### src/rtl/ysyx_220053_div_pkg.sv
// Shared encodings and operand/result helpers for the divide sequencer.
// Only a 64-bit datapath is supported, so the helpers are fixed at 64 bits.
package ysyx_220053_div_pkg;

   localparam logic [1:0] DIV_OP_DIV  = 2'd0;
   localparam logic [1:0] DIV_OP_DIVU = 2'd1;
   localparam logic [1:0] DIV_OP_REM  = 2'd2;
   localparam logic [1:0] DIV_OP_REMU = 2'd3;

   typedef enum logic [1:0] {
      ST_IDLE  = 2'd0,
      ST_ISSUE = 2'd1,
      ST_WAIT  = 2'd2,
      ST_RESP  = 2'd3
   } div_state_e;

   localparam logic [63:0] XLEN_MIN64 = 64'h8000_0000_0000_0000;
   localparam logic [63:0] XLEN_MIN32 = 64'hFFFF_FFFF_8000_0000;

   function automatic logic op_is_signed(input logic [1:0] op);
      return (op == DIV_OP_DIV) || (op == DIV_OP_REM);
   endfunction

   // REM and REMU share the upper encoding bit.
   function automatic logic op_is_rem(input logic [1:0] op);
      return op[1];
   endfunction

   function automatic logic [63:0] extend_operand(input logic [63:0] value,
                                                  input logic        word,
                                                  input logic        sgn);
      logic [63:0] ext;
      ext = value;
      if (word) begin
         ext = sgn ? {{32{value[31]}}, value[31:0]} : {32'b0, value[31:0]};
      end
      return ext;
   endfunction

   function automatic logic [63:0] format_result(input logic [63:0] value,
                                                 input logic        word);
      return word ? {{32{value[31]}}, value[31:0]} : value;
   endfunction

endpackage

### src/rtl/ysyx_220053_div_special.sv
// Fast-path detection for divide-by-zero and signed overflow on the
// already-extended operands; produces the architectural quotient/remainder.
module ysyx_220053_div_special
   import ysyx_220053_div_pkg::*;
#(
   parameter int XLEN = 64
) (
   input  logic [XLEN-1:0] dividend,
   input  logic [XLEN-1:0] divisor,
   input  logic            is_signed,
   input  logic            is_word,
   output logic            is_special,
   output logic [XLEN-1:0] quotient,
   output logic [XLEN-1:0] remainder
);

   logic            div_zero;
   logic            overflow;
   logic [XLEN-1:0] min_val;

   always_comb begin
      min_val    = is_word ? XLEN_MIN32 : XLEN_MIN64;
      div_zero   = (divisor == '0);
      // W operands are sign-extended already, so -1 is all ones in both widths.
      overflow   = is_signed && (divisor == '1) && (dividend == min_val);
      is_special = div_zero || overflow;
      quotient   = div_zero ? '1 : dividend;
      remainder  = div_zero ? dividend : '0;
   end

endmodule

### src/rtl/ysyx_220053_div_ctrl.sv
// Sequencer between the EXU and the iterative divider: operand prep,
// fast-path special cases, divider handshake and a one-entry result buffer.
//
// state    | meaning
// ST_IDLE  | ready for a request
// ST_ISSUE | div_valid held until the divider takes the operands
// ST_WAIT  | waiting for the divider completion pulse
// ST_RESP  | buffered result offered to writeback
module ysyx_220053_div_ctrl
   import ysyx_220053_div_pkg::*;
#(
   parameter int XLEN = 64,
   parameter int TAGW = 5
) (
   input  logic            clk,
   input  logic            rst,
   input  logic            req_valid,
   output logic            req_ready,
   input  logic [1:0]      req_op,
   input  logic            req_word,
   input  logic [TAGW-1:0] req_tag,
   input  logic [XLEN-1:0] src1,
   input  logic [XLEN-1:0] src2,
   input  logic            flush,
   output logic            resp_valid,
   input  logic            resp_ready,
   output logic [XLEN-1:0] resp_data,
   output logic [TAGW-1:0] resp_tag,
   output logic            busy,
   output logic            div_valid,
   input  logic            div_ready,
   output logic            div_signed,
   output logic            div_flush,
   output logic [XLEN-1:0] div_dividend,
   output logic [XLEN-1:0] div_divisor,
   input  logic            div_out_valid,
   input  logic [XLEN-1:0] div_quotient,
   input  logic [XLEN-1:0] div_remainder
);

   div_state_e      state;
   div_state_e      state_nxt;

   logic            req_signed;
   logic [XLEN-1:0] ext_dividend;
   logic [XLEN-1:0] ext_divisor;
   logic            sp_hit;
   logic [XLEN-1:0] sp_quotient;
   logic [XLEN-1:0] sp_remainder;
   logic [XLEN-1:0] sp_sel;
   logic [XLEN-1:0] div_sel;
   logic            accept;
   logic            div_done;

   logic            signed_q;
   logic            rem_q;
   logic            word_q;
   logic [TAGW-1:0] tag_q;
   logic [XLEN-1:0] dividend_q;
   logic [XLEN-1:0] divisor_q;
   logic [XLEN-1:0] result_q;

   assign req_signed   = op_is_signed(req_op);
   assign ext_dividend = extend_operand(src1, req_word, req_signed);
   assign ext_divisor  = extend_operand(src2, req_word, req_signed);

   ysyx_220053_div_special #(
      .XLEN (XLEN)
   ) u_special (
      .dividend   (ext_dividend),
      .divisor    (ext_divisor),
      .is_signed  (req_signed),
      .is_word    (req_word),
      .is_special (sp_hit),
      .quotient   (sp_quotient),
      .remainder  (sp_remainder)
   );

   assign accept   = (state == ST_IDLE) && req_valid && !flush;
   assign div_done = (state == ST_WAIT) && div_out_valid && !flush;
   assign sp_sel   = op_is_rem(req_op) ? sp_remainder : sp_quotient;
   assign div_sel  = rem_q ? div_remainder : div_quotient;

   always_ff @(posedge clk or negedge rst) begin
      if (!rst) begin
         state <= ST_IDLE;
      end else begin
         state <= state_nxt;
      end
   end

   always_comb begin
      state_nxt  = state;
      req_ready  = 1'b0;
      resp_valid = 1'b0;
      div_valid  = 1'b0;
      div_flush  = 1'b0;
      busy       = 1'b1;
      case (state)
         ST_IDLE: begin
            req_ready = 1'b1;
            busy      = 1'b0;
            if (accept) begin
               state_nxt = sp_hit ? ST_RESP : ST_ISSUE;
            end
         end
         ST_ISSUE: begin
            div_valid = 1'b1;
            div_flush = flush;
            if (div_ready) begin
               state_nxt = ST_WAIT;
            end
         end
         ST_WAIT: begin
            div_flush = flush;
            if (div_out_valid) begin
               state_nxt = ST_RESP;
            end
         end
         ST_RESP: begin
            resp_valid = 1'b1;
            if (resp_ready) begin
               state_nxt = ST_IDLE;
            end
         end
         default: begin
            state_nxt = ST_IDLE;
         end
      endcase
      // Flush wins over every other transition, including the writeback handshake.
      if (flush) begin
         state_nxt = ST_IDLE;
      end
   end

   always_ff @(posedge clk or negedge rst) begin
      if (!rst) begin
         signed_q   <= 1'b0;
         rem_q      <= 1'b0;
         word_q     <= 1'b0;
         tag_q      <= '0;
         dividend_q <= '0;
         divisor_q  <= '0;
         result_q   <= '0;
      end else if (accept) begin
         signed_q   <= req_signed;
         rem_q      <= op_is_rem(req_op);
         word_q     <= req_word;
         tag_q      <= req_tag;
         dividend_q <= ext_dividend;
         divisor_q  <= ext_divisor;
         // W fast-path results get the same bit-31 extension as divider results.
         if (sp_hit) begin
            result_q <= format_result(sp_sel, req_word);
         end
      end else if (div_done) begin
         result_q <= format_result(div_sel, word_q);
      end
   end

   assign resp_data    = result_q;
   assign resp_tag     = tag_q;
   assign div_dividend = dividend_q;
   assign div_divisor  = divisor_q;
   assign div_signed   = signed_q;

endmodule

### config.mk
export PLATFORM = sky130hd
export DESIGN_NAME = ysyx_220053_div_ctrl
export DESIGN_NICKNAME = d
export VERILOG_FILES = /design/src/rtl/ysyx_220053_div_pkg.sv /design/src/rtl/ysyx_220053_div_special.sv /design/src/rtl/ysyx_220053_div_ctrl.sv
export SDC_FILE = /design/constraint.sdc
export NUM_CORES = 1
export LEC_CHECK = 0
export ABC_AREA = 1
export BUFFER_PORTS_ARGS = -buffer_cell sky130_fd_sc_hd__buf_2
export CORE_AREA = 2 2 186 188
export CTS_CLUSTER_SIZE = 40
export DETAILED_ROUTE_END_ITERATION = 10
export DIE_AREA = 0 0 188 190
export PLACE_DENSITY = 0.67
export SLEW_MARGIN = 20
export SYNTH_ARGS = -nofsm -noshare
export SYNTH_HDL_FRONTEND = slang
export SYNTH_SLANG_ARGS = --single-unit
### constraint.sdc
create_clock -name clk -period 2 [get_ports clk]
set_input_delay 0.1 -clock clk [delete_from_list [all_inputs] [get_ports clk]]
set_output_delay 0.1 -clock clk [all_outputs]
set_load 0.01 [all_outputs]
# Word level (Yosys, flattened, before mapping)
# Cells that the tools add are included.
[classes] n_addsub=0 multipliers=0 div=0 order_cmp=0 eq_ne=11 shift=0 n_mux=26 bitwise_logic=0 reduce_logical=16
[op_table] operator="64-bit two-way mux" n=13
[op_table] operator="64-bit == test" n=1
[op_table] operator="64-bit == test, second input constant" n=1
[op_table] operator="64-bit logical NOT" n=1
[op_table] operator="63-bit two-way mux" n=1
[op_table] operator="2-bit two-way mux" n=6
[op_table] operator="3-bit inequality test, second input constant" n=4
[op_table] operator="2-bit one-hot mux with 4 select lines" n=1
[op_table] operator="2-bit == test, second input constant" n=3
[op_table] operator="1-bit logical AND" n=6
[op_table] operator="1-bit two-way mux" n=5
[op_table] operator="2-bit logical NOT" n=2
[op_table] operator="4-bit AND reduction" n=1
[op_table] operator="2-bit by 1-bit == test with 1-bit output, second input constant" n=1
[op_table] operator="1-bit logical OR" n=2
[op_table] operator="2-bit inequality test, second input constant" n=1
[op_table] operator="2-bit AND reduction" n=1
[op_table] operator="2-bit nonzero test" n=1
[op_table] operator="2-bit OR reduction" n=1
[op_table] operator="1-bit logical NOT" n=1
[totals] reg_bits=202 latchBits=0 ram_bits=0 mem_bits_ro=0 in_bits=271 elab_cells=61 memories=0

# Logic depth before layout (Yosys ltp)
# Gate-level depths: netlist of run 1.
[logic_depth] depth_word=12 ltp_mapped=16 ltp_nobuf=15

# Cells and area by module
# Synthesis of run 1 repeated with hierarchy kept, for this count alone.
[unflattened] hier_cells=1959 area_unflattened_um2=12430.7
[by_module_without_submodules] module="ysyx_220053_div_ctrl" n_inst=1 cells_each=1544 area_each_um2=10766.6 seq_area_each_um2=5054.8
[by_module_without_submodules] module="ysyx_220053_div_special" n_inst=1 cells_each=415 area_each_um2=1664.1 seq_area_each_um2=0.0

# Worst setup path before layout of run 1
# OpenSTA, ideal clock, no wires.
[synth_timing] kind="register to register" startpoint="register state[0]" endpoint="register dividend_q[43], in the netlist div_dividend[43]" setup_ps=141 arrival_ps=1902 path_slack_ps=-43 stages_incl_launch_ff=9 n_path_buf=3 period_less_slack_ps=2043 path_cell_list="dfrtp_1 > inv_1 > ha_1 > nand2_1 > nor2_1 > clkbuf_1 > clkbuf_1 > buf_1 > a31oi_1"
[synth_between] elab_chain_cells=3
[synth_rtl] element="start, declared" line="ysyx_220053_div_ctrl.sv:41" rtl="div_state_e state;"
[synth_rtl] element="start signal, assigned" line="ysyx_220053_div_ctrl.sv:88" rtl="state <= state_nxt;"
[synth_rtl] element="2-bit logical NOT" line="ysyx_220053_div_ctrl.sv:79" rtl="assign accept = (state == ST_IDLE) && req_valid && !flush;"
[synth_rtl] element="1-bit logical AND (2 in a row)" line="ysyx_220053_div_ctrl.sv:79"
[synth_rtl] element="end signal, assigned" line="ysyx_220053_div_ctrl.sv:150" rtl="dividend_q <= ext_dividend;"
[synth_rtl] element="end, declared" line="ysyx_220053_div_ctrl.sv:59" rtl="logic [XLEN-1:0] dividend_q;"
# Every way passes these cells.
# A chain may end at the register's enable or synchronous reset.

# Worst setup path after layout of run 1
[layout_timing] startpoint="input src1[55]" endpoint="register result_q[50], in the netlist resp_data[50]"
[layout_between] elab_chain_cells=6
[layout_rtl] element="start, declared" line="ysyx_220053_div_ctrl.sv:22" rtl="input logic [XLEN-1:0] src1,"
[layout_rtl] element="64-bit two-way mux" line="ysyx_220053_div_pkg.sv:34" rtl="if (word) begin"
[layout_rtl] element="64-bit == test" line="ysyx_220053_div_special.sv:25" rtl="overflow = is_signed && (divisor == '1) && (dividend == min_val);"
[layout_rtl] element="1-bit logical AND" line="ysyx_220053_div_special.sv:25"
[layout_rtl] element="1-bit logical OR" line="ysyx_220053_div_special.sv:26" rtl="is_special = div_zero || overflow;"
[layout_rtl] element="2-bit inequality test (no source line)"
[layout_rtl] element="2-bit AND reduction (no source line)"
[layout_rtl] element="end signal, assigned" line="ysyx_220053_div_ctrl.sv:154" rtl="result_q <= format_result(sp_sel, req_word);"
[layout_rtl] element="end signal, assigned" line="ysyx_220053_div_ctrl.sv:157" rtl="result_q <= format_result(div_sel, word_q);"
[layout_rtl] element="end, declared" line="ysyx_220053_div_ctrl.sv:61" rtl="logic [XLEN-1:0] result_q;"
# Every way passes these cells.

==> qor.txt, run 1 <==
hold crit path type: in2reg
Avg Cell Area, Syn: 6.630 sq um
CTS Buf Count: 23
vias per cell: 4.967
highest clock rate: 497.3 MHz
worst path arrival time: 2.42 ns
critical setup path kind: in2reg
placed cell area: 15,140 sq um
Area contributors post-synth: dfrtp_1 44%, nand2_1 27%, o21ai_0 9.2%
slack of the critical path: -0.01080 ns
crit path buf inv count: 3
status: finished with violations
endpoints failing hold: 0
gr usage total: 0.2540
most frequent CP cell: nand2_1
actual slew at the worst max-slew pin: 0.6363 ns
slowest CP cell: dlygate4sd3_1
Synth top area share: 0.4387
clk_lat worst skew: 0.53 ns
number of flops mapped to enable cells by yosys: 0
Clk pin slew, worst setup/hold paths: 0.06 ns
setup TNS: -0.02915 ns
post-route ant nets: 0
Tmin final: 2.011 ns
leakage: 10.18 nW
Yosys reg bits: 202
total power: 21.43 mW
Detail Placement HPWL: 33,900 microns
fill cell count: 3,165
Max H-tree Level: 1
CP required: 2.41 ns
CP Launch Type: input pin
worst hold slack: 0.02321 ns
via count: 14,330
crit-path leading delay family: simple AND/OR/NAND/NOR gates
Largest stage delay, worst path: 0.54 ns
detailed router's first-iteration violation count: 1,010
DIE HEIGHT: 190 microns
Root Buffer Master: clkbuf_16
post-layout instance area: 18,120 sq um
Post-Syn Nets: 2,013
vias in the first global route: 13,350
crit-path cells: dlygate4sd3_1 > buf_2 > o21ai_2 > nand4_1 > nor2_1 > nand2_1 > nor2_2 > nand3_2 > nand3b_1 > nand2_4 > clkbuf_16 > nand2_1 > nand2_1
MaxCap Viol Count: 0
VDD IR-drop max: 0.6799 mV
synthesized instance count: 1,738
Horiz. Die Dim: 188 microns
Netlist cell types: 29
Crit. End Element: flip-flop
Synth area leader: dfrtp_1
CTS tree: yes
largest net degree at the start of global routing: 64
Crit Path Max Fanout: 9
number of top-level pins: 474
Post-Route WL: 50,240 microns
clk buf depth: 3
detail-routed net length per standard cell: 17.41 microns
Final Setup Violations: 5
Cell Area, Synth: 11,520 sq um
Comb pwr share: 0.477
DRC: 0
FFs w/ async S/R, synth: 1.000
initial antenna violation count: 1
first-pass GRT wire length: 72,590 microns
GRT Residual Overflow: 0
gpl congestion: 0.8974
area grow syn2layout: 57.22%
ANT cells: 0
sequential area share after synthesis: 0.4387
drt pass-1 iters: 5
Total Nets Final: 2,692
Die Footprint: 35,720 sq um
Sink Count: 202
Net Sw Frac: 0.4151
power per cell area: 1183 nW/um^2
IO buf count: 473
Slew HR: 0.5758
Starting Density: 0.3395
P_sw: 8.896 mW
Worst Skew: 0.02283 ns
failing checks: setup timing
Yosys Warn Count: 0
share of layout cells above drive strength 1: 0.2884
row cnt: 68
Pint: 12.54 mW
core area: 33,950 sq um
Final period util: 1.005
Clk pwr share: 0.198
max-slew violation count: 0
dpl ws: -0.1720 ns
sequential share of power: 0.326
main flop type after synthesis: dfrtp_1
-- kinds of logic (layout without fill, tap and decap cells) --
family	Yosys count	after routing	synth area share
AOI/OAI and AO/OA	325	325	0.1481
adders and majority gates	4	4	0.004343
buffers and inverters	201	892	0.07351
DFF	202	202	0.4387
muxes	1	1	0.0008687
and+or+nand+nor	1005	1007	0.3345
-- placed cells by master (no fill, tap or decap), types with 5 or more instances in the layout --
master / instances
buf_6: 8
dlygate4sd3_1: 154
nor2_1: 129
buf_2: 465
buf_4: 98
nand2_1: 809
a21oi_1: 40
o21ai_1: 16
inv_1: 77
clkbuf_8: 6
nand4_1: 15
o21ai_0: 205
clkinv_2: 7
nand2_2: 18
a31oi_1: 59
nand3_1: 5
dfrtp_1: 201
nor2_2: 6
buf_12: 24
clkbuf_16: 35
-- synthesized netlist by cell type, types with 2 or more instances --
cell	n
nand2_1	830
o21ai_0	211
dfrtp_1	202
nor2_1	139
clkbuf_1	81
inv_1	81
a31oi_1	59
a21oi_1	41
nand4_1	15
buf_2	13
o21ai_1	11
buf_1	10
buf_6	8
nand3_1	7
nor3_1	5
buf_4	4
ha_1	4
inv_2	3
and2_0	2
nand3b_1	2
o22ai_1	2
-- tightest hold or removal path, delay by kind of cell --
family | cells | cell delay, ns
buf+inv | 1 | 0.08
simple gates | 5 | 0.28
compound gates | 1 | 0.07
-- registers in the layout, indices dropped and copies added, names as in the netlist --
register and cells:
div_signed 1, div_dividend 64, resp_tag 5, rem_q 1, div_divisor 64, resp_data 64
state 2, word_q 1
-- layout make-up --
class                           instances  area [sq um]  area share
Inverter                               84         327.8     0.01809
Clock inverter                          9         73.82    0.004075
Clock buffer                           30         661.9     0.03653
Multi-Input combinational cell       1337          5831      0.3218
Tap cell                              455         569.3     0.03142
Timing Repair Buffer                  769          5598      0.3090
Sequential cell                       202          5056      0.2791
-- repair_timing --
item,4_1_cts,5_1_grt
buffers inserted,1,8
setup endpoints to repair,2,88
gates cloned,0,18
endpoints found under the hold margin,327,0
pin swaps,1,29
hold buffers,158,0
gates resized for setup,0,76
-- metrics by stage --
| stage | std cells | utilization |
|---|---|---|
| finish | 2886 | 0.5337 |
| global route | 2886 | 0.5337 |
| CTS | 2866 | 0.5148 |
| detailed placement | 2668 | 0.4459 |
| global placement | 2668 | 0.4459 |
| floorplan | 1738 | - |
-- worst paths after layout --
path                                                end                     from  depth (start not counted)  slack (ns)
min in group asynchronous  div_dividend[20]$_DFFE_PN0P_                      rst                          2        0.13
max reg2reg                   resp_data[50]$_DFFE_PN0P_     state[1]$_DFFE_PN0P_                          9        0.13
min reg2reg                     resp_tag[3]$_DFFE_PN0P_  resp_tag[3]$_DFFE_PN0P_                          2        0.47
min                            resp_data[4]$_DFFE_PN0P_         div_remainder[4]                          7        0.02
max in group asynchronous   div_divisor[23]$_DFFE_PN0P_                      rst                          3        1.21
max                           resp_data[50]$_DFFE_PN0P_                 src1[55]                         13       -0.01
-- per-layer routing --
metal | vias to the layer above | global-route usage | part of all wire
met5 | - | 0 | 0.00026
met4 | 2 | 0.09146 | 0.032
met3 | 104 | 0.04206 | 0.081
met2 | 733 | 0.4410 | 0.49
met1 | 6626 | 0.3187 | 0.40
li1 | 6869 | - | -
-- power groups by stage --
stage | Sequential (mW) | Combinational, mW | Clock [mW]
after global placement | 6.97 | 9.03 | 0
after global routing | 7.18 | 11.2 | 4.47
after detailed placement | 6.99 | 9.17 | 0
final | 6.98 | 10.2 | 4.23
after floorplan | 7.67 | 4.09 | 0
after CTS | 6.96 | 9.49 | 4.31
Note: power is estimated with default switching activity, not from simulation.
==> run 2: changes to the inputs <==
CAP_MARGIN = 15   (was unset)
CORE_AREA = 2 2 184 186   (was 2 2 186 188)
DIE_AREA = 0 0 186 188   (was 0 0 188 190)
PLACE_DENSITY = 0.66   (was 0.67)
clock period = 2.3 ns   (was 2 ns; I/O delays follow)
==> run 2 against run 1 <==
Against the previous run: the flow now finishes without violations; worst setup slack improved by 0.18 ns; worst hold slack improved by 0.00077 ns; global-route usage rose by 0.54 points; wire length fell by 5.3%; die area fell by 2.1%; first-iteration DRC count rose by 3.2%; critical path type is now reg2reg.
==> qor.txt, run 2 (synthesized netlist as in run 1, its figures left out) <==
Hold EP: resp_data[22]$_DFFE_PN0P_
vias per cell: 4.964 (about the same)
crit-path cells: buf_4 > nand2_1 > nand2_1 > dlygate4sd3_1 > nand2_1 > o21ai_0 > nand2_1 > nand2_1
Max H-tree Level: 1 (unchanged)
Sink Count: 202 (unchanged)
Crit. End Element: flip-flop
Final Setup Violations: 0 (-5)
row cnt: 67 (-1.5%)
R2R Path End: resp_data[4]$_DFFE_PN0P_
Crit Path Max Fanout: 46 (+37)
R2R depth: 8 (-1)
RSZ-0062 raised after global routing: false
Detail Placement HPWL: 33,770 microns (-0.37%)
highest clock rate: 469.9 MHz
most frequent CP cell: nand2_1
worst path arrival time: 2.60 ns (+0.18 ns)
fill cell count: 3,166 (+0.032%)
CTS Buf Count: 24 (+4.3%)
area grow syn2layout: 48.75%
Final period util: 0.9253
Tmin final: 2.128 ns
share of layout cells above drive strength 1: 0.2558 (-0.03252)
core area: 33,110 sq um (-2.5%)
detail-routed net length per standard cell: 16.97 microns (-2.5%)
Starting Density: 0.3480 (+0.008555)
post-layout instance area: 17,140 sq um (-5.4%)
hold path depth: 7 (unchanged)
leakage: 9.650 nW (-5.2%)
CTS tree: yes
placed cell area: 14,710 sq um (-2.8%)
VDD IR-drop max: 0.6122 mV (-10%)
CP required: 2.77 ns (+0.36 ns)
final core occ: 0.5177 (-0.01602)
crit path buf inv count: 2 (-1)
power per cell area: 1072 nW/um^2 (-9.3%)
IO buf count: 473 (unchanged)
Root Buffer Master: clkbuf_16
first-pass GRT wire length: 71,500 microns (-1.5%)
DRC: 0 (unchanged)
GRT Residual Overflow: 0 (unchanged)
gr usage total: 0.2594 (+0.005379)
Total Nets Final: 2,610 (-3.0%)
clk buf depth: 3 (unchanged)
Largest stage delay, worst path: 0.56 ns (+0.02 ns)
DIE HEIGHT: 188 microns (-1.1%)
via count: 13,920 (-2.9%)
status: finished, final reports clean
post-route ant nets: 0 (unchanged)
Worst Skew: 0.01831 ns (-0.004522 ns)
most frequent cells in the layout: 828 x nand2_1, 471 x buf_2, 210 x o21ai_0, 201 x dfrtp_1, 142 x dlygate4sd3_1
crit-path leading delay family: buffers and inverters
critical setup path kind: reg2reg
setup TNS: 0 ns (+0.02915 ns)
detailed router's first-iteration violation count: 1,042 (+3.2%)
clk_lat worst skew: 0.53 ns (about the same)
worst hold slack: 0.02398 ns (+0.0007716 ns)
MaxCap Viol Count: 0 (unchanged)
slowest CP cell: dfrtp_2
number of top-level pins: 474 (unchanged)
reg-to-reg startpoint: rem_q$_DFFE_PN0P_
Slew HR: 0.6176 (+0.04184)
total power: 18.38 mW (-14%)
most common cell after layout, fill and taps aside: nand2_1
endpoints failing hold: 0 (unchanged)
largest net degree at the start of global routing: 78 (+22%)
Post-Route WL: 47,590 microns (-5.3%)
CP Launch Type: flip-flop
Clk pin slew, worst setup/hold paths: 0.06 ns (about the same)
gpl congestion: 0.8965 (-0.10%)
vias in the first global route: 13,280 (-0.55%)
r2r setup slk: 0.17 ns (+0.04 ns)
drt pass-1 iters: 6 (+1)
Critical path origin: rem_q$_DFFE_PN0P_
hold crit path type: in2reg
Horiz. Die Dim: 186 microns (-1.1%)
initial antenna violation count: 3 (+2)
beginning of the worst hold path: div_quotient[22]
Die Footprint: 34,970 sq um (-2.1%)
max-slew violation count: 0 (unchanged)
actual slew at the worst max-slew pin: 0.5736 ns (-0.06275 ns)
-- run 2: cell types whose count changed in the layout (fill, tap and decap cells not counted), sizes merged --
cell / previous run / this run
clkinv: 7 / 6
clkbuf: 42 / 37
nand2: 834 / 832
dlygate4sd3: 154 / 142
diode: 0 / 3
inv: 85 / 84
dlymetal6s4s: 4 / 0
buf: 599 / 541
clkinvlp: 0 / 1
bufinv: 1 / 5
-- run 2: worst max-delay path by stage --
stage               slack (ns)                           end  cells after the start
global route              0.02     resp_data[33]$_DFFE_PN0P_                     18
global placement           0.1     resp_data[16]$_DFFE_PN0P_                     17
CTS                       0.02     resp_data[52]$_DFFE_PN0P_                     18
floorplan                 0.26  div_dividend[43]$_DFFE_PN0P_                      8
detailed placement        0.04     resp_data[52]$_DFFE_PN0P_                     17
finish                    0.17      resp_data[4]$_DFFE_PN0P_                      8
-- run 2: worst min-delay path, cell delays in order --
cell and delay, ns:
buf_2 0.08, nand2_1 0.04, nand2_1 0.06, nand2_1 0.06, o21ai_0 0.07, nand2_1 0.05, nand2_1 0.05
-- run 2: stage by stage --
stage / cells / setup slack [ns]
6_report: 2804 / 0.1718
3_5_place_dp: 2610 / 0.03890
2_1_floorplan: 1738 / 0.2567
4_1_cts: 2796 / 0.01923
5_1_grt: 2803 / 0.01577
3_3_place_gp: 2610 / 0.09653
-- run 2: power breakdown --
group / internal (mW) / switching [mW]
clock: 2.55 / 1.59
combinational: 3.19 / 4.97
sequential: 5.11 / 0.970
-- run 2: metal layers --
metal  global-route usage  share of wire
met2               0.4395           0.47
met3              0.04098          0.080
met1               0.3276           0.41
met4               0.1060          0.041
met5                    0              0
-- run 2: repair_timing --
| action | 4_1_cts | 5_1_grt |
|---|---|---|
| gates resized for setup | 0 | 17 |
| setup buffers | 0 | 0 |
| endpoints found under the hold margin | 204 | 0 |
| hold buffers | 142 | 0 |
| endpoints found under the setup margin | 0 | 64 |
-- run 2: cell type report --
cell class	instances	area, sq um	area share
Inverter	84	325.3	0.01898
Tap cell	448	560.5	0.03270
Sequential cell	202	5056	0.2950
Clock buffer	32	650.6	0.03796
Timing Repair Buffer	688	4672	0.2726
Multi-Input combinational cell	1335	5670	0.3308
Antenna cell	3	7.507	0.0004380
Clock inverter	12	198.9	0.01161
==> run 3: changes to the inputs <==
ABC_AREA = unset   (was 1)
CORE_AREA = 2 2 183 185   (was 2 2 184 186)
DIE_AREA = 0 0 185 187   (was 0 0 186 188)
PLACE_DENSITY = 0.62   (was 0.66)
==> run 3 against run 2 <==
Against the previous run: largest power group unchanged; largest cell class is now flip-flops and latches; flip-flop and latch count stayed put; synthesized area down 11%; final cell count decreased by 19%; clock power is essentially flat; count of clock-buffer cells in the layout down 2; combinational power is 9.8% lower; highest routed layer unchanged; worst hold slack worse by 0.0096 ns; clock skew shrank 0.0074 ns; critical endpoint is now resp_data[35]$_DFFE_PN0P_; maximum frequency fell by 4.5%; worst setup slack lost 0.099 ns; via count decreased by 19%.
==> qor.txt, run 3 <==
DRC: 0 (unchanged)
RSZ-0062 raised after global routing: false
Layout Cells excl Fill: 2,267 (-19%)
Clk pin slew, worst setup/hold paths: 0.06 ns (about the same)
slowest CP cell: or4_4
core area: 32,860 sq um (-0.76%)
DIE HEIGHT: 187 microns (-0.53%)
highest clock rate: 448.9 MHz (-4.5%)
Final Setup Violations: 0 (unchanged)
Largest stage delay, worst path: 0.56 ns (about the same)
total power: 17.63 mW (-4.1%)
Slew HR: 0.5097 (-0.1079)
crit-path leading delay family: simple AND/OR/NAND/NOR gates
CP Launch Type: input pin
Post-Route WL: 42,130 microns (-11%)
vias per cell: 4.966 (about the same)
gpl congestion: 0.9325 (+4.0%)
number of flops mapped to enable cells by yosys: 0 (unchanged)
row cnt: 67 (unchanged)
Crit. End Element: flip-flop
endpoints failing hold: 0 (unchanged)
clk buf depth: 3 (unchanged)
Netlist cell types: 46 (+59%)
CTS tree: yes
post-route ant nets: 0 (unchanged)
Yosys Warn Count: 0 (unchanged)
Starting Density: 0.3107 (-0.03732)
Synth Area in XOR/XNOR: 0 (unchanged)
Post-Place Cells: 2,064 (-21%)
Final period util: 0.9685 (+0.04319)
crit path buf inv count: 4 (+2)
sequential area share after synthesis: 0.4951 (+0.05644)
met1 Resource Use GR: 0.3229 (-0.004692)
most common cell after layout, fill and taps aside: buf_2
area grow syn2layout: 56.70%
worst path arrival time: 2.63 ns (+0.03 ns)
Synth area leader: dfrtp_1
number of top-level pins: 474 (unchanged)
Multi-input gate area: 4812 sq um (-15%)
CP required: 2.70 ns (-0.07 ns)
via count: 11,260 (-19%)
placed cell area: 13,440 sq um (-8.6%)
CTS Buf Count: 24 (unchanged)
Worst Skew: 0.01093 ns (-0.007372 ns)
Tmin final: 2.228 ns (+0.09934 ns)
Die Footprint: 34,600 sq um (-1.1%)
M2 GR Usage: 0.3817 (-0.05779)
FFs w/ async S/R, synth: 1.000 (unchanged)
Yosys reg bits: 202 (unchanged)
largest family of logic cells by synthesized area: simple AND/OR/NAND/NOR gates
synthesized instance count: 1,169 (-33%)
Synth top area share: 0.4951 (+0.05644)
VDD IR-drop max: 0.6343 mV (+3.6%)
share of layout cells above drive strength 1: 0.3361 (+0.08024)
Post-Synth Simple-Gate Area: 0.2013 (-0.1332)
hold crit path type: in2reg
GRT Residual Overflow: 0 (unchanged)
Post-Syn Nets: 1,444 (-28%)
worst hold slack: 0.01441 ns (-0.009573 ns)
Root Buffer Master: clkbuf_16
gr usage total: 0.2369 (-0.02244)
Cell Area, Synth: 10,210 sq um (-11%)
main flop type after synthesis: dfrtp_1
final core occ: 0.4869 (-0.03080)
Crit Path Max Fanout: 28 (-39%)
clk_lat worst skew: 0.52 ns (about the same)
detailed router's first-iteration violation count: 711 (-32%)
post-synthesis compound-gate area fraction: 0.1540 (+0.005944)
MaxCap Viol Count: 0 (unchanged)
Avg Cell Area, Syn: 8.734 sq um (+32%)
post-layout instance area: 16,000 sq um (-6.7%)
IO buf count: 473 (unchanged)
initial antenna violation count: 3 (unchanged)
detail-routed net length per standard cell: 18.58 microns (+9.5%)
Post-Synth Adder-Cell Area: 0.03824 (+0.03389)
Detail Placement HPWL: 29,920 microns (-11%)
Max H-tree Level: 1 (unchanged)
Area contributors post-synth: dfrtp_1 50%, nand2_1 13%, mux2i_1 6.3%
power per cell area: 1102 nW/um^2 (+2.7%)
met3 GRT Util: 0.04186 (+0.0008825)
largest net degree at the start of global routing: 123 (+58%)
status: finished, final reports clean
vias in the first global route: 11,190 (-16%)
most frequent cells in the layout: 472 x buf_2, 343 x nand2_1, 201 x dfrtp_1, 156 x dlygate4sd3_1, 92 x a21oi_1
fill cell count: 3,166 (unchanged)
crit-path cells: dlygate4sd3_1 > buf_2 > or4_4 > nor3_4 > o2111ai_1 > and4bb_2 > a221oi_4 > buf_4 > buf_12 > a22o_1
Sink Count: 202 (unchanged)
actual slew at the worst max-slew pin: 0.7354 ns (+0.1618 ns)
leakage: 8.041 nW (-17%)
Total Nets Final: 2,076 (-20%)
critical setup path kind: in2reg
Storage cell area: 5059 sq um (about the same)
mux share of post-synthesis cell area: 0.06605 (+0.06519)
drt pass-1 iters: 7 (+1)
top post-synthesis cells by count: 343 x nand2_1, 202 x dfrtp_1, 98 x a21oi_1, 80 x o21ai_0, 71 x nor2_1
first-pass GRT wire length: 64,200 microns (-10%)
max-slew violation count: 0 (unchanged)
Horiz. Die Dim: 185 microns (-0.54%)
Top Usage Layer GRT: met2
most common cell in the netlist: nand2_1
## run 3: worst register-to-register path, delay by kind of cell (launching register included)
family	cells	cell delay, ns
adder cells (fa/ha/maj)	1	0.17
buffers and inverters	4	1.01
AND/OR/NAND/NOR	3	0.30
flip-flops	1	0.40
AO/OA/AOI/OAI	1	0.16
## run 3: final timing paths
path                                              start  depth (start not counted)  slack, ns                            to
setup / recovery                               src1[53]                         10       0.07     resp_data[35]$_DFFE_PN0P_
hold / removal                        div_remainder[40]                          4       0.01     resp_data[40]$_DFFE_PN0P_
setup reg to reg                   state[0]$_DFFE_PN0P_                          9       0.18   div_divisor[55]$_DFFE_PN0P_
hold reg to reg            div_dividend[63]$_DFFE_PN0P_                          2       0.46  div_dividend[63]$_DFFE_PN0P_
max in group asynchronous                           rst                          3       1.39     resp_data[50]$_DFFE_PN0P_
min in group asynchronous                           rst                          2       0.19  div_dividend[10]$_DFFE_PN0P_
## run 3: timing repair
action                     4_1_cts  5_1_grt
resized for setup                0       18
hold buffers                   156        0
setup buffers                    0        2
setup endpoints to repair        0       65
hold endpoints to repair       203        0
## run 3: routing by layer
layer,wire (microns),up-vias,share of wire
li1,-,5301,-
met1,18510,5356,0.44
met2,19530,508,0.46
met3,2796,94,0.066
met4,1290,0,0.031
met5,0,-,0
## run 3: final cells by class
cell class | instances | area share
diodes | 4 | 0.0006256
clock buffers | 30 | 0.04215
clock inverters | 10 | 0.01134
inverters | 8 | 0.001877
multi-input cells | 866 | 0.3008
flip-flops and latches | 202 | 0.3162
well taps | 448 | 0.03504
repair buffers | 699 | 0.2920
## run 3: where the power goes
group	internal (mW)	total (mW)	switching, mW
logic	3.15	7.36	4.20
registers	5.20	6.11	0.907
clock network	2.62	4.17	1.54
## run 3: cells by family (layout without fill, tap and decap cells)
| kind of cell | Yosys count | in the layout |
|---|---|---|
| AOI/OAI and AO/OA | 274 | 274 |
| buffers and inverters | 101 | 747 |
| DFF | 202 | 202 |
| and+or+nand+nor | 488 | 488 |
| other | 0 | 4 |
| muxes | 66 | 66 |
| adders and majority gates | 38 | 38 |
## run 3: stage by stage
stage	setup TNS, ns	setup WS, ns
2_1_floorplan	-0.8865	-0.02955
3_3_place_gp	-20.28	-0.3704
3_5_place_dp	-20.95	-0.3580
4_1_cts	0	0.006035
5_1_grt	0	0.002316
6_report	0	0.07250
